### src/rtl/daq_acq_sequencer.sv
// ---------------------------------------------------------------------------
// daq_acq_sequencer
//
// Purpose:
//   Sequences power-up, ASIC reset, acquisition, readout and end-hold for a
//   daisy-chain of NUM_ASIC front-end ASICs. It supports external-trigger or
//   auto-run acquisition. It captures which ASICs were saturated, counts
//   completed acquisitions, and forces a readout if the chain never signals
//   read-start (watchdog).
//
// Configuration macro:
//   POWER_PULSING_EN - when defined, the analog/DAC and digital supplies are
//                      pulsed per phase. When undefined, all three supplies
//                      follow Busy.
//
// Ports:
//   Clk, reset_n       system clock, asynchronous active-low reset
//   ModuleStart        run enable (level)
//   AcqMode            0 = external trigger on AcqStart, 1 = auto-run
//   AcqStart           external trigger (async, rising edge)
//   EndReadout         readout RAM done (async, falling edge = done)
//   CHIPSATB           per-ASIC full flags (async, active-low)
//   AcquisitionTime    acquisition window length in cycles (0 acts as 1)
//   EndHoldTime        idle cycles after each readout
//   RESET_B            ASIC digital reset, active-low
//   START_ACQ          acquisition window, active-high
//   StartReadout       readout start pulse, T_SRO cycles wide
//   PWR_ON_A/D/DAC     power-pulsing controls; PWR_ON_ADC is tied low
//   OnceEnd            1-cycle pulse per completed acquisition
//   SatMask            ASICs saturated in the last acquisition (1 = full)
//   AcqCount           completed acquisitions since the run started
//   ReadTimeoutErr     sticky watchdog flag, cleared when a run starts
//   Busy               high whenever the sequencer is not idle
// ---------------------------------------------------------------------------
module daq_acq_sequencer #(
  parameter int NUM_ASIC      = 4,
  parameter int CNT_W         = 16,
  parameter int T_PWR_RESET   = 8,
  parameter int T_RESET_START = 40,
  parameter int T_SRO         = 16,
  parameter int T_READ_TO     = 4096
) (
  input  logic                Clk,
  input  logic                reset_n,
  input  logic                ModuleStart,
  input  logic                AcqMode,
  input  logic                AcqStart,
  input  logic                EndReadout,
  input  logic [NUM_ASIC-1:0] CHIPSATB,
  input  logic [CNT_W-1:0]    AcquisitionTime,
  input  logic [CNT_W-1:0]    EndHoldTime,
  output logic                RESET_B,
  output logic                START_ACQ,
  output logic                StartReadout,
  output logic                PWR_ON_A,
  output logic                PWR_ON_D,
  output logic                PWR_ON_DAC,
  output logic                PWR_ON_ADC,
  output logic                OnceEnd,
  output logic [NUM_ASIC-1:0] SatMask,
  output logic [31:0]         AcqCount,
  output logic                ReadTimeoutErr,
  output logic                Busy
);

  typedef enum logic [3:0] {
    IDLE,
    CHIP_RESET,
    POWER_WAIT,
    RELEASE,
    WAIT_START,
    ACQ,
    WAIT_READ,
    START_READOUT,
    WAIT_READ_DONE,
    ONCE_END,
    ALL_DONE
  } state_t;

  // Last counter value of each fixed-length state. The counter starts at 0
  // on the first cycle of a state.
  localparam logic [CNT_W-1:0] C_PWR_LAST   = CNT_W'(T_PWR_RESET);
  localparam logic [CNT_W-1:0] C_REL_LAST   = CNT_W'(T_RESET_START);
  localparam logic [CNT_W-1:0] C_SRO_LAST   = CNT_W'(T_SRO - 1);
  localparam logic [CNT_W-1:0] C_RDTO_LAST  = CNT_W'(T_READ_TO - 1);

  state_t r_state;
  state_t w_nextState;
  logic   w_timeout;

  logic [CNT_W-1:0]    r_cnt;
  logic                r_acqStartMeta, r_acqStartSync, r_acqStartPrev;
  logic                r_endRdMeta, r_endRdSync, r_endRdPrev;
  logic [NUM_ASIC-1:0] r_satMeta, r_satSync;
  logic                r_satAllPrev;

  logic                r_resetB, r_startAcq, r_startReadout, r_onceEnd, r_busy;
  logic                r_pwrA, r_pwrD, r_readTimeoutErr;
  logic [NUM_ASIC-1:0] r_satMask;
  logic [31:0]         r_acqCount;

  logic                w_satAll, w_chipFull, w_readStart;
  logic                w_acqStartEdge, w_endRead;
  logic [CNT_W-1:0]    w_acqLen;
  logic                w_acqLast, w_holdLast;

  // Two-flop synchronisers for every asynchronous input, plus one extra
  // stage that holds the previous synchronised value for edge detection.
  // Everything resets to the inactive level so that no false edge appears
  // when reset is released.
  always_ff @(posedge Clk or negedge reset_n) begin
    if (!reset_n) begin
      r_acqStartMeta <= 1'b0;
      r_acqStartSync <= 1'b0;
      r_acqStartPrev <= 1'b0;
      r_endRdMeta    <= 1'b0;
      r_endRdSync    <= 1'b0;
      r_endRdPrev    <= 1'b0;
      r_satMeta      <= '1;
      r_satSync      <= '1;
      r_satAllPrev   <= 1'b1;
    end else begin
      r_acqStartMeta <= AcqStart;
      r_acqStartSync <= r_acqStartMeta;
      r_acqStartPrev <= r_acqStartSync;
      r_endRdMeta    <= EndReadout;
      r_endRdSync    <= r_endRdMeta;
      r_endRdPrev    <= r_endRdSync;
      r_satMeta      <= CHIPSATB;
      r_satSync      <= r_satMeta;
      r_satAllPrev   <= w_satAll;
    end
  end

  // Decode the events from the synchronised inputs. A saturated ASIC pulls
  // its flag low, so the chain is "full" when any flag drops. It is ready for
  // readout once every flag is high again.
  assign w_satAll       = &r_satSync;
  assign w_chipFull     = r_satAllPrev & ~w_satAll;
  assign w_readStart    = ~r_satAllPrev & w_satAll;
  assign w_acqStartEdge = r_acqStartSync & ~r_acqStartPrev;
  assign w_endRead      = r_endRdPrev & ~r_endRdSync;

  // A zero acquisition time still yields a one-cycle window. A zero
  // end-hold passes through ONCE_END in its single mandatory cycle.
  assign w_acqLen   = (AcquisitionTime == '0) ? CNT_W'(1) : AcquisitionTime;
  assign w_acqLast  = (r_cnt >= (w_acqLen - CNT_W'(1)));
  assign w_holdLast = (EndHoldTime == '0) || (r_cnt >= (EndHoldTime - CNT_W'(1)));

  // State register.
  always_ff @(posedge Clk or negedge reset_n) begin
    if (!reset_n) begin
      r_state <= IDLE;
    end else begin
      r_state <= w_nextState;
    end
  end

  // Next-state logic. ModuleStart is only examined in IDLE and WAIT_START.
  // A run that is switched off mid-acquisition therefore finishes its
  // current readout first.
  always_comb begin
    w_nextState = r_state;
    w_timeout   = 1'b0;
    case (r_state)
      IDLE:           if (ModuleStart) w_nextState = CHIP_RESET;
      CHIP_RESET:     w_nextState = POWER_WAIT;
      POWER_WAIT:     if (r_cnt >= C_PWR_LAST) w_nextState = RELEASE;
      RELEASE:        if (r_cnt >= C_REL_LAST) w_nextState = WAIT_START;
      WAIT_START: begin
        if (!ModuleStart)                  w_nextState = ALL_DONE;
        else if (AcqMode)                  w_nextState = ACQ;
        else if (w_acqStartEdge)           w_nextState = ACQ;
      end
      ACQ: begin
        if (w_chipFull)                    w_nextState = WAIT_READ;
        else if (w_acqLast)                w_nextState = START_READOUT;
      end
      WAIT_READ: begin
        if (w_readStart) begin
          w_nextState = START_READOUT;
        end else if (r_cnt >= C_RDTO_LAST) begin
          w_nextState = START_READOUT;
          w_timeout   = 1'b1;
        end
      end
      START_READOUT:  if (r_cnt >= C_SRO_LAST) w_nextState = WAIT_READ_DONE;
      WAIT_READ_DONE: if (w_endRead) w_nextState = ONCE_END;
      ONCE_END:       if (w_holdLast) w_nextState = WAIT_START;
      ALL_DONE:       w_nextState = IDLE;
      default:        w_nextState = IDLE;
    endcase
  end

  // Per-state cycle counter. It restarts on every state change and
  // saturates rather than wrapping.
  always_ff @(posedge Clk or negedge reset_n) begin
    if (!reset_n) begin
      r_cnt <= '0;
    end else if (w_nextState != r_state) begin
      r_cnt <= '0;
    end else if (r_cnt != '1) begin
      r_cnt <= r_cnt + CNT_W'(1);
    end
  end

  // Output registers. Outputs are decoded from the next state so that they
  // change on the same edge as the state register and never glitch.
  always_ff @(posedge Clk or negedge reset_n) begin
    if (!reset_n) begin
      r_resetB         <= 1'b1;
      r_startAcq       <= 1'b0;
      r_startReadout   <= 1'b0;
      r_onceEnd        <= 1'b0;
      r_busy           <= 1'b0;
      r_pwrA           <= 1'b0;
      r_pwrD           <= 1'b0;
      r_satMask        <= '0;
      r_acqCount       <= '0;
      r_readTimeoutErr <= 1'b0;
    end else begin
      r_resetB       <= !((w_nextState == CHIP_RESET) || (w_nextState == POWER_WAIT));
      r_startAcq     <= (w_nextState == ACQ);
      r_startReadout <= (w_nextState == START_READOUT);
      r_busy         <= (w_nextState != IDLE);
      r_onceEnd      <= (r_state == WAIT_READ_DONE) && (w_nextState == ONCE_END);
`ifdef POWER_PULSING_EN
      r_pwrD <= w_nextState inside {ACQ, WAIT_READ, START_READOUT, WAIT_READ_DONE, ONCE_END};
      r_pwrA <= w_nextState inside {POWER_WAIT, RELEASE, WAIT_START, ACQ};
`else
      r_pwrD <= (w_nextState != IDLE);
      r_pwrA <= (w_nextState != IDLE);
`endif
      if ((r_state == ACQ) && (w_nextState != ACQ)) begin
        r_satMask <= ~r_satSync;
      end
      if ((r_state == IDLE) && (w_nextState == CHIP_RESET)) begin
        r_acqCount       <= '0;
        r_readTimeoutErr <= 1'b0;
      end else begin
        if ((r_state == WAIT_READ_DONE) && (w_nextState == ONCE_END)) begin
          r_acqCount <= r_acqCount + 32'd1;
        end
        if (w_timeout) begin
          r_readTimeoutErr <= 1'b1;
        end
      end
    end
  end

  assign RESET_B        = r_resetB;
  assign START_ACQ      = r_startAcq;
  assign StartReadout   = r_startReadout;
  assign OnceEnd        = r_onceEnd;
  assign Busy           = r_busy;
  assign PWR_ON_A       = r_pwrA;
  assign PWR_ON_DAC     = r_pwrA;
  assign PWR_ON_D       = r_pwrD;
  assign PWR_ON_ADC     = 1'b0;
  assign SatMask        = r_satMask;
  assign AcqCount       = r_acqCount;
  assign ReadTimeoutErr = r_readTimeoutErr;

endmodule

### config.mk
export PLATFORM = sky130hd
export DESIGN_NAME = daq_acq_sequencer
export DESIGN_NICKNAME = d
export VERILOG_FILES = /design/src/rtl/daq_acq_sequencer.sv
export SDC_FILE = /design/constraint.sdc
export NUM_CORES = 1
export LEC_CHECK = 0
export CAP_MARGIN = 10
export CORE_MARGIN = 2
export CORE_UTILIZATION = 48
export DETAILED_ROUTE_END_ITERATION = 10
export GPL_ROUTABILITY_DRIVEN = 0
export GPL_TIMING_DRIVEN = 0
export PLACE_DENSITY_LB_ADDON = 0.08
export SETUP_SLACK_MARGIN = 0.3
export SLEW_MARGIN = 10
export SYNTH_ARGS = -nofsm -noshare
export SYNTH_HDL_FRONTEND = slang
export SYNTH_SLANG_ARGS = --single-unit
### constraint.sdc
create_clock -name Clk -period 2.4 [get_ports Clk]
set_input_delay 0.24 -clock Clk [delete_from_list [all_inputs] [get_ports Clk]]
set_output_delay 0.24 -clock Clk [all_outputs]
set_load 0.1 [all_outputs]
# [After elaboration in Yosys (flattened, before gate mapping)]
# Index checks and enable logic that the tools add are counted.
[totals] register_bits=77 in_bits=42 out_inout_bits=46 elab_cells=93
[op_classes] addsub=4 order_cmp=6 n_eq_ne=17 muxes=24 n_bitwise=9 reduce_logical=14
[op_table] op="2-to-1 mux 32 bit" n=2
[op_table] op="2-to-1 mux 4 bit" n=13
[op_table] op="2-to-1 mux 16 bit" n=3
[op_table] op="one-hot mux 4 bit (10 select lines)" n=1
[op_table] op="adder 32 x 1 -> 32 bit, second input constant" n=1
[op_table] op=">= comparator 16 bit" n=2
[op_table] op=">= comparator 16 x 4 -> 1 bit, second input constant" n=2
[op_table] op="logical NOT 16 bit" n=2
[op_table] op="subtractor 16 x 1 -> 16 bit, second input constant" n=2
[op_table] op="== test 4 x 3 -> 1 bit, second input constant" n=6
[op_table] op="adder 16 x 1 -> 16 bit, second input constant" n=1
[op_table] op=">= comparator 16 x 12 -> 1 bit, second input constant" n=1
[op_table] op=">= comparator 16 x 6 -> 1 bit, second input constant" n=1
[op_table] op="inequality test 16 bit, second input constant" n=1
[op_table] op="== test 4 x 2 -> 1 bit, second input constant" n=3
[op_table] op="== test 4 bit, second input constant" n=3
[op_table] op="== test 4 x 1 -> 1 bit, second input constant" n=2
[op_table] op="nonzero test 2 bit" n=3
[op_table] op="2-to-1 mux 1 bit" n=5
[op_table] op="AND 1 bit" n=4
[op_table] op="logical NOT 4 bit" n=1
[op_table] op="inequality test 4 x 3 -> 1 bit, second input constant" n=1
[op_table] op="inequality test 4 bit" n=1
[op_table] op="NOT 1 bit" n=4
[op_table] op="6 further kinds" n=9

# [Logic depth before layout (Yosys ltp)]
[depth] word_depth=11 ltp_mapped=19 depth_no_buf=18

# [Worst setup path after synthesis]
# Ideal clock, no wire load.
[synth_timing] path_kind="in2reg" from="input AcquisitionTime[6]" to="register r_pwrD, in the netlist PWR_ON_D" setup_ns=0.131 t_arrival_ns=4.352 t_required_ns=2.269 setup_slack_ns=-2.083 path_stages=18 n_path_buf=1 path_cell_list="or3_4 -> or3_4 -> or4_4 -> or3_1 -> nor2_1 -> nor2_1 -> ha_1 -> nand2_1 -> nor2_1 -> xnor2_1 -> ha_1 -> nand4_1 -> nor2_1 -> a2111oi_0 -> a21oi_1 -> or2_1 -> clkbuf_1 -> or3_1"
[synth_between] elab_chain_cells=8
[synth_lines] item="start: declaration" line="50" rtl="input logic [CNT_W-1:0] AcquisitionTime,"
[synth_lines] item="logical NOT 16 bit" line="146" rtl="assign w_acqLen = (AcquisitionTime == '0) ? CNT_W'(1) : AcquisitionTime;"
[synth_lines] item="2-to-1 mux 16 bit *" line="146"
[synth_lines] item="subtractor 16 x 1 -> 16 bit *" line="147" rtl="assign w_acqLast = (r_cnt >= (w_acqLen - CNT_W'(1)));"
[synth_lines] item=">= comparator 16 bit *" line="147"
[synth_lines] item="2-to-1 mux 4 bit *" line="177" rtl="else if (w_acqLast) w_nextState = START_READOUT;"
[synth_lines] item="2-to-1 mux 4 bit *" line="176" rtl="if (w_chipFull) w_nextState = WAIT_READ;"
[synth_lines] item="one-hot mux 4 bit (10 select lines) *" line="165" rtl="case (r_state)"
[synth_lines] item="via w_nextState[1]" line="88" rtl="state_t w_nextState;"
[synth_lines] item="nonzero test 4 bit *" line="231" rtl="r_pwrD <= (w_nextState != IDLE);"
[synth_lines] item="end signal: assignment" line="231"
[synth_lines] item="end: declaration" line="98" rtl="logic r_pwrA, r_pwrD, r_readTimeoutErr;"
# The timed path passes the listed nets; every way through them passes the cells marked *.
# A chain may end at the register's enable or synchronous reset.

# [Worst setup path after layout]
[layout_timing] from="input AcquisitionTime[6]" to="register r_cnt[10]"
[layout_between] elab_chain_cells=9 elab_cells_between_ends=10 cone_classes="add/sub: 1; order compare: 1; eq/ne: 1; mux: 5; reduce/logical: 2"
[layout_lines] item="logical NOT 16 bit" line="146"
[layout_lines] item="2-to-1 mux 16 bit *" line="146"
[layout_lines] item="subtractor 16 x 1 -> 16 bit *" line="147"
[layout_lines] item=">= comparator 16 bit *" line="147"
[layout_lines] item="2-to-1 mux 4 bit *" line="177"
[layout_lines] item="2-to-1 mux 4 bit *" line="176"
[layout_lines] item="one-hot mux 4 bit (10 select lines) *" line="165"
[layout_lines] item="inequality test 4 bit *" line="200" rtl="end else if (w_nextState != r_state) begin"
[layout_lines] item="2-to-1 mux 16 bit or nonzero test 2 bit (tied branches)"
[layout_lines] item="end signal: assignment" line="203" rtl="r_cnt <= r_cnt + CNT_W'(1);"
[layout_lines] item="end: declaration" line="91" rtl="logic [CNT_W-1:0] r_cnt;"
# Every way passes the cells marked *; elsewhere a longest branch is shown, timed or not.

==> out/metrics.sh <==
TOTALWIRELENGTH_UM=12980
POWERDENSITY_nW_PER_UM2=865.7
NUMBER_OF_MAXIMUM_CAPACITANCE_CONSTRAINT_VIOLATIONS=0
DRT-VIAS-PER-INSTANCE=5.559
CTSHTREEMAXLEVEL=3
SYNTH-ASYNC-RESET-RATIO_PCT=100.0
FIRST_PASS_GRT_WIRE_LENGTH_UM=21070
BIGGEST_AREA_CONTRIBUTORS_IN_THE_SYNTHESIZED_NETLIST='sky130_fd_sc_hd__dfrtp_1, sky130_fd_sc_hd__ha_1, sky130_fd_sc_hd__xnor2_1'
FINAL_CELL_COUNT_NO_FILL=802
FINAL.PERIOD_UTILIZATION_PCT=174.1
DIE_AREA_SQ_UM=11040
PORTBUFFERS=86
REQUIRED_PS=2610
DETAILEDROUTE.FIRSTITERATIONVIOLATIONS=282
CLK_SKEW_PS=11.45
DRC_ERRORS=0
STATIC_LEAKAGE_nW=3.192
FIRST_PASS_ITERS=5
TRITONCTS='done'
CLOCK_TREE.BUFFER_DEPTH=2
FMAX_MHz=239.3
SYNTHCELLS=522
MAXSLEWHEADROOM_PCT=33.92
SYNTH.YOSYS.WARNINGS=0
VIAS=4458
PRE_CTS_SLACK_PS=-2809
CRIT-REG2REG-LAUNCH='r_cnt[13]$_DFFE_PN0P_'
CTS_MADE_BUFFERS=9
SYNTHESIZED_NETS=601
LAYOUT.NETS=743
GRT_START_MAX_NET_PINS=46
TIMING.CRITICAL_PATH.TO_TYPE='flip-flop'
YS_FF_LATCH=77
I_O_PIN_COUNT=88
ROWS=36
ROUTED_WIRE_LENGTH_PER_INSTANCE_UM=16.18
FLOORPLAN.INITIALDENSITY_PCT=49.70
GRT_USE_MET2_PCT=37.76
INSERTION_DELAY_PS=360
SYNTHFLOPTYPE='sky130_fd_sc_hd__dfrtp_1'
MOST_COMMON_LIBRARY_CELL_IN_THE_LAYOUT_IGNORING_FILL_AND_TAPS='sky130_fd_sc_hd__nor2_1'
PLACE_HPWL_UM=8677
FINAL_LAYOUT_SIZE_SUFFIX_GT1_SHARE_PCT=30.34
GRT.MET1_USAGE_PCT=32.53
REMAINING_GLOBAL_ROUTE_OVERFLOW=0
CRITICAL_PATH.REG2REG.ENDPOINT='r_cnt[8]$_DFFE_PN0P_'
FINAL_TOTAL_NEGATIVE_SETUP_SLACK_PS=-44800
TIMING_WORST_SETUP_PATH_TYPE='primary input to flip-flop'
TIGHTESTPINTRANSITION_PS=995.2
CLKSINKCOUNT=77
HOLDPATHSTAGES=1
FIRST_GLOBAL_VIAS=4349
CRIT_ARRIVAL_PS=4390
GRT-BUSIEST-LAYER='met2'
CLASSIFICATION_OF_THE_WORST_SLACK_HOLD_PATH='primary input to flip-flop'
POST-ROUTE-UTIL_PCT=72.89
FF2FF_SETUP_SLACK_PS=-670
CORE_REGION_AREA_SQ_UM=9864
PEAK_SUPPLY_DROP_mV=0.7638
FINALSETUPVIOLATIONS=28
MET3_USAGE_PCT=3.681
YOSYS.CELL_TYPES.COUNT=62
WORST_HOLD_PATH_ENDPOINT='r_satMeta[1]$_DFF_PN1_'
GLOBAL_ROUTE.USAGE.TOTAL_PCT=23.54
NETLIST.TOP_CELL.BY_AREA='sky130_fd_sc_hd__dfrtp_1'
VIOLATIONS='negative setup slack'
OUTCOME='finished, violations left'
TIMING.FINAL.HOLD_VIOLATIONS=0
NUMBER_OF_ANTENNA_VIOLATIONS_AT_THE_FIRST_CHECK_IN_GLOBAL_ROUTING=0
YOSYS.AREA.TOP_TYPE_SHARE_PCT=34.20
LAYOUT.CELL_AREA.NON_FILLER_SQ_UM=7191
WORST_SLACK_PS=-1779
PLACED_CELL_AREA_SQ_UM=6180
INSERTEDDIODECOUNT=0
SYNTH_AREA_PER_CELL_SQ_UM=9.391
DP_CELLS=742
HOLD_PATH_STARTPOINT='CHIPSATB[1]'
R2R_CELLS=8
CLK_PIN_SLEW_WORST_PATHS_PS=70
RSZ_0062_RAISED_AFTER_GLOBAL_ROUTING='true'
MAPPEDNETLISTAREA_SQ_UM=4902
WORST-PATH-MAX-FANOUT=6
CTS_ROOT_BUF='sky130_fd_sc_hd__clkbuf_8'
PROPORTION_OF_SYNTHESIZED_CHIP_AREA_IN_SEQUENTIAL_CELLS_PCT=39.56
SLEW_VIOLATIONS=0
AREA_GROWTH_SYN_TO_LAYOUT_PCT=46.68
LAYOUT_COMMON_CELLS='sky130_fd_sc_hd__nor2_1, sky130_fd_sc_hd__dlygate4sd2_1, sky130_fd_sc_hd__dfrtp_1, sky130_fd_sc_hd__buf_4'
DIE_HEIGHT_UM=105.1
ROUTE.ANTENNA.REMAINING_NETS=0
DIE_WIDTH_UM=105.1
FINALWORSTPATHREQUIREDPERIOD_PS=4179
CRITICAL_PATH.STARTPOINT_TYPE='primary input'
SYNTH-EDFF-COUNT=0
## cell families (layout without fill, tap and decap cells)
| family | Yosys count | count (layout) | share of synthesized area [%] |
|---|---|---|---|
| and+or+nand+nor | 234 | 234 | 25.34 |
| DFF | 77 | 77 | 39.56 |
| xor gates and xnor gates | 67 | 67 | 11.97 |
| AOI/OAI and AO/OA | 62 | 62 | 8.500 |
| adders and majority gates | 37 | 37 | 9.444 |
| buffers and inverters | 37 | 184 | 3.420 |
| muxes | 7 | 7 | 1.685 |
| other | 1 | 1 | 0.07650 |
## per-layer routing
| layer | vias to the layer above | part of all wire [%] |
|---|---|---|
| met5 | - | 0 |
| met4 | 0 | 1.5 |
| met3 | 15 | 5.0 |
| met2 | 140 | 49 |
| met1 | 2173 | 45 |
| li1 | 2130 | - |
## worst max-delay path: stages
cell	delay (ps)
sky130_fd_sc_hd__buf_8	100
sky130_fd_sc_hd__or3_4	370
sky130_fd_sc_hd__or3_4	340
sky130_fd_sc_hd__or4_4	420
sky130_fd_sc_hd__or3_4	400
sky130_fd_sc_hd__nor2_4	150
sky130_fd_sc_hd__nor2_4	50
sky130_fd_sc_hd__ha_4	180
sky130_fd_sc_hd__nand2_8	90
sky130_fd_sc_hd__buf_6	100
sky130_fd_sc_hd__nor3_2	30
sky130_fd_sc_hd__xnor2_1	120
sky130_fd_sc_hd__ha_1	280
sky130_fd_sc_hd__nand4_1	130
sky130_fd_sc_hd__a211o_1	300
sky130_fd_sc_hd__o32a_1	350
sky130_fd_sc_hd__a21oi_2	170
sky130_fd_sc_hd__nor2_2	70
sky130_fd_sc_hd__mux2i_4	230
sky130_fd_sc_hd__buf_6	200
sky130_fd_sc_hd__nor3_2	50
## Yosys cell counts, types with 4 or more instances
library cell                n
sky130_fd_sc_hd__dfrtp_1   67
sky130_fd_sc_hd__nor2_1    60
sky130_fd_sc_hd__nand2_1   42
sky130_fd_sc_hd__ha_1      37
sky130_fd_sc_hd__xnor2_1   36
sky130_fd_sc_hd__xor2_1    31
sky130_fd_sc_hd__nor3_1    27
sky130_fd_sc_hd__a21oi_1   22
sky130_fd_sc_hd__nand4_1   18
sky130_fd_sc_hd__inv_1     16
sky130_fd_sc_hd__nand3_1   16
sky130_fd_sc_hd__o21ai_0   13
sky130_fd_sc_hd__and3_1    11
sky130_fd_sc_hd__clkbuf_1  11
sky130_fd_sc_hd__dfstp_2   10
sky130_fd_sc_hd__nor4_1    10
sky130_fd_sc_hd__or3_1      9
sky130_fd_sc_hd__and4_1     7
sky130_fd_sc_hd__mux2i_1    6
sky130_fd_sc_hd__nand2b_1   6
sky130_fd_sc_hd__buf_4      5
sky130_fd_sc_hd__nor2b_1    5
sky130_fd_sc_hd__and2_1     4
## power breakdown
part           internal (mW)  switching, mW
combinational           1.04           2.48
clock                  0.506          0.471
sequential              1.54          0.192
total                   3.08           3.14
## worst max path at each step
stage | cells after the start | to | slack, ps | from
floorplan | 18 | PWR_ON_D$_DFF_PN0_ | -1830 | AcquisitionTime[6]
global placement | 20 | r_cnt[6]$_DFFE_PN0P_ | -2700 | AcquisitionTime[6]
detailed placement | 20 | r_cnt[7]$_DFFE_PN0P_ | -2810 | AcquisitionTime[6]
CTS | 20 | r_cnt[14]$_DFFE_PN0P_ | -1750 | AcquisitionTime[7]
global route | 21 | r_cnt[12]$_DFFE_PN0P_ | -1870 | AcquisitionTime[6]
finish | 21 | r_cnt[10]$_DFFE_PN0P_ | -1780 | AcquisitionTime[6]
## what timing repair did
item | 4_1_cts | 5_1_grt
resized for setup | 142 | 65
pin swaps | 34 | 47
gates cloned | 1 | 0
hold buffers | 1 | 0
endpoints found under the setup margin | 101 | 56
buffers inserted | 26 | 16
endpoints found under the hold margin | 26 | 0
## final cells by class
class	instances	area [sq um]
flip-flops and latches	77	1988
plain buffers	19	147.6
fillers	727	2674
clock buffers	12	145.1
repair buffers	131	1229
clock inverters	4	47.55
well taps	133	166.4
inverters	18	92.59
multi-input cells	408	3374
## flip-flops by register name, summed over array words and instances (netlist names), 4 cells and up
| signal | cells |
|---|---|
| AcqCount | 32 |
| r_satMeta | 4 |
| r_cnt | 16 |
| r_state | 4 |
| SatMask | 4 |
| r_satSync | 4 |
## through the flow
stage,power [mW],hold WS [ps]
floorplan,4.010,-55.59
global placement,4.726,332.6
detailed placement,4.774,222.1
CTS,5.953,268.0
global route,6.527,269.8
finish,6.225,288.5
(Power assumes the default switching activity.)
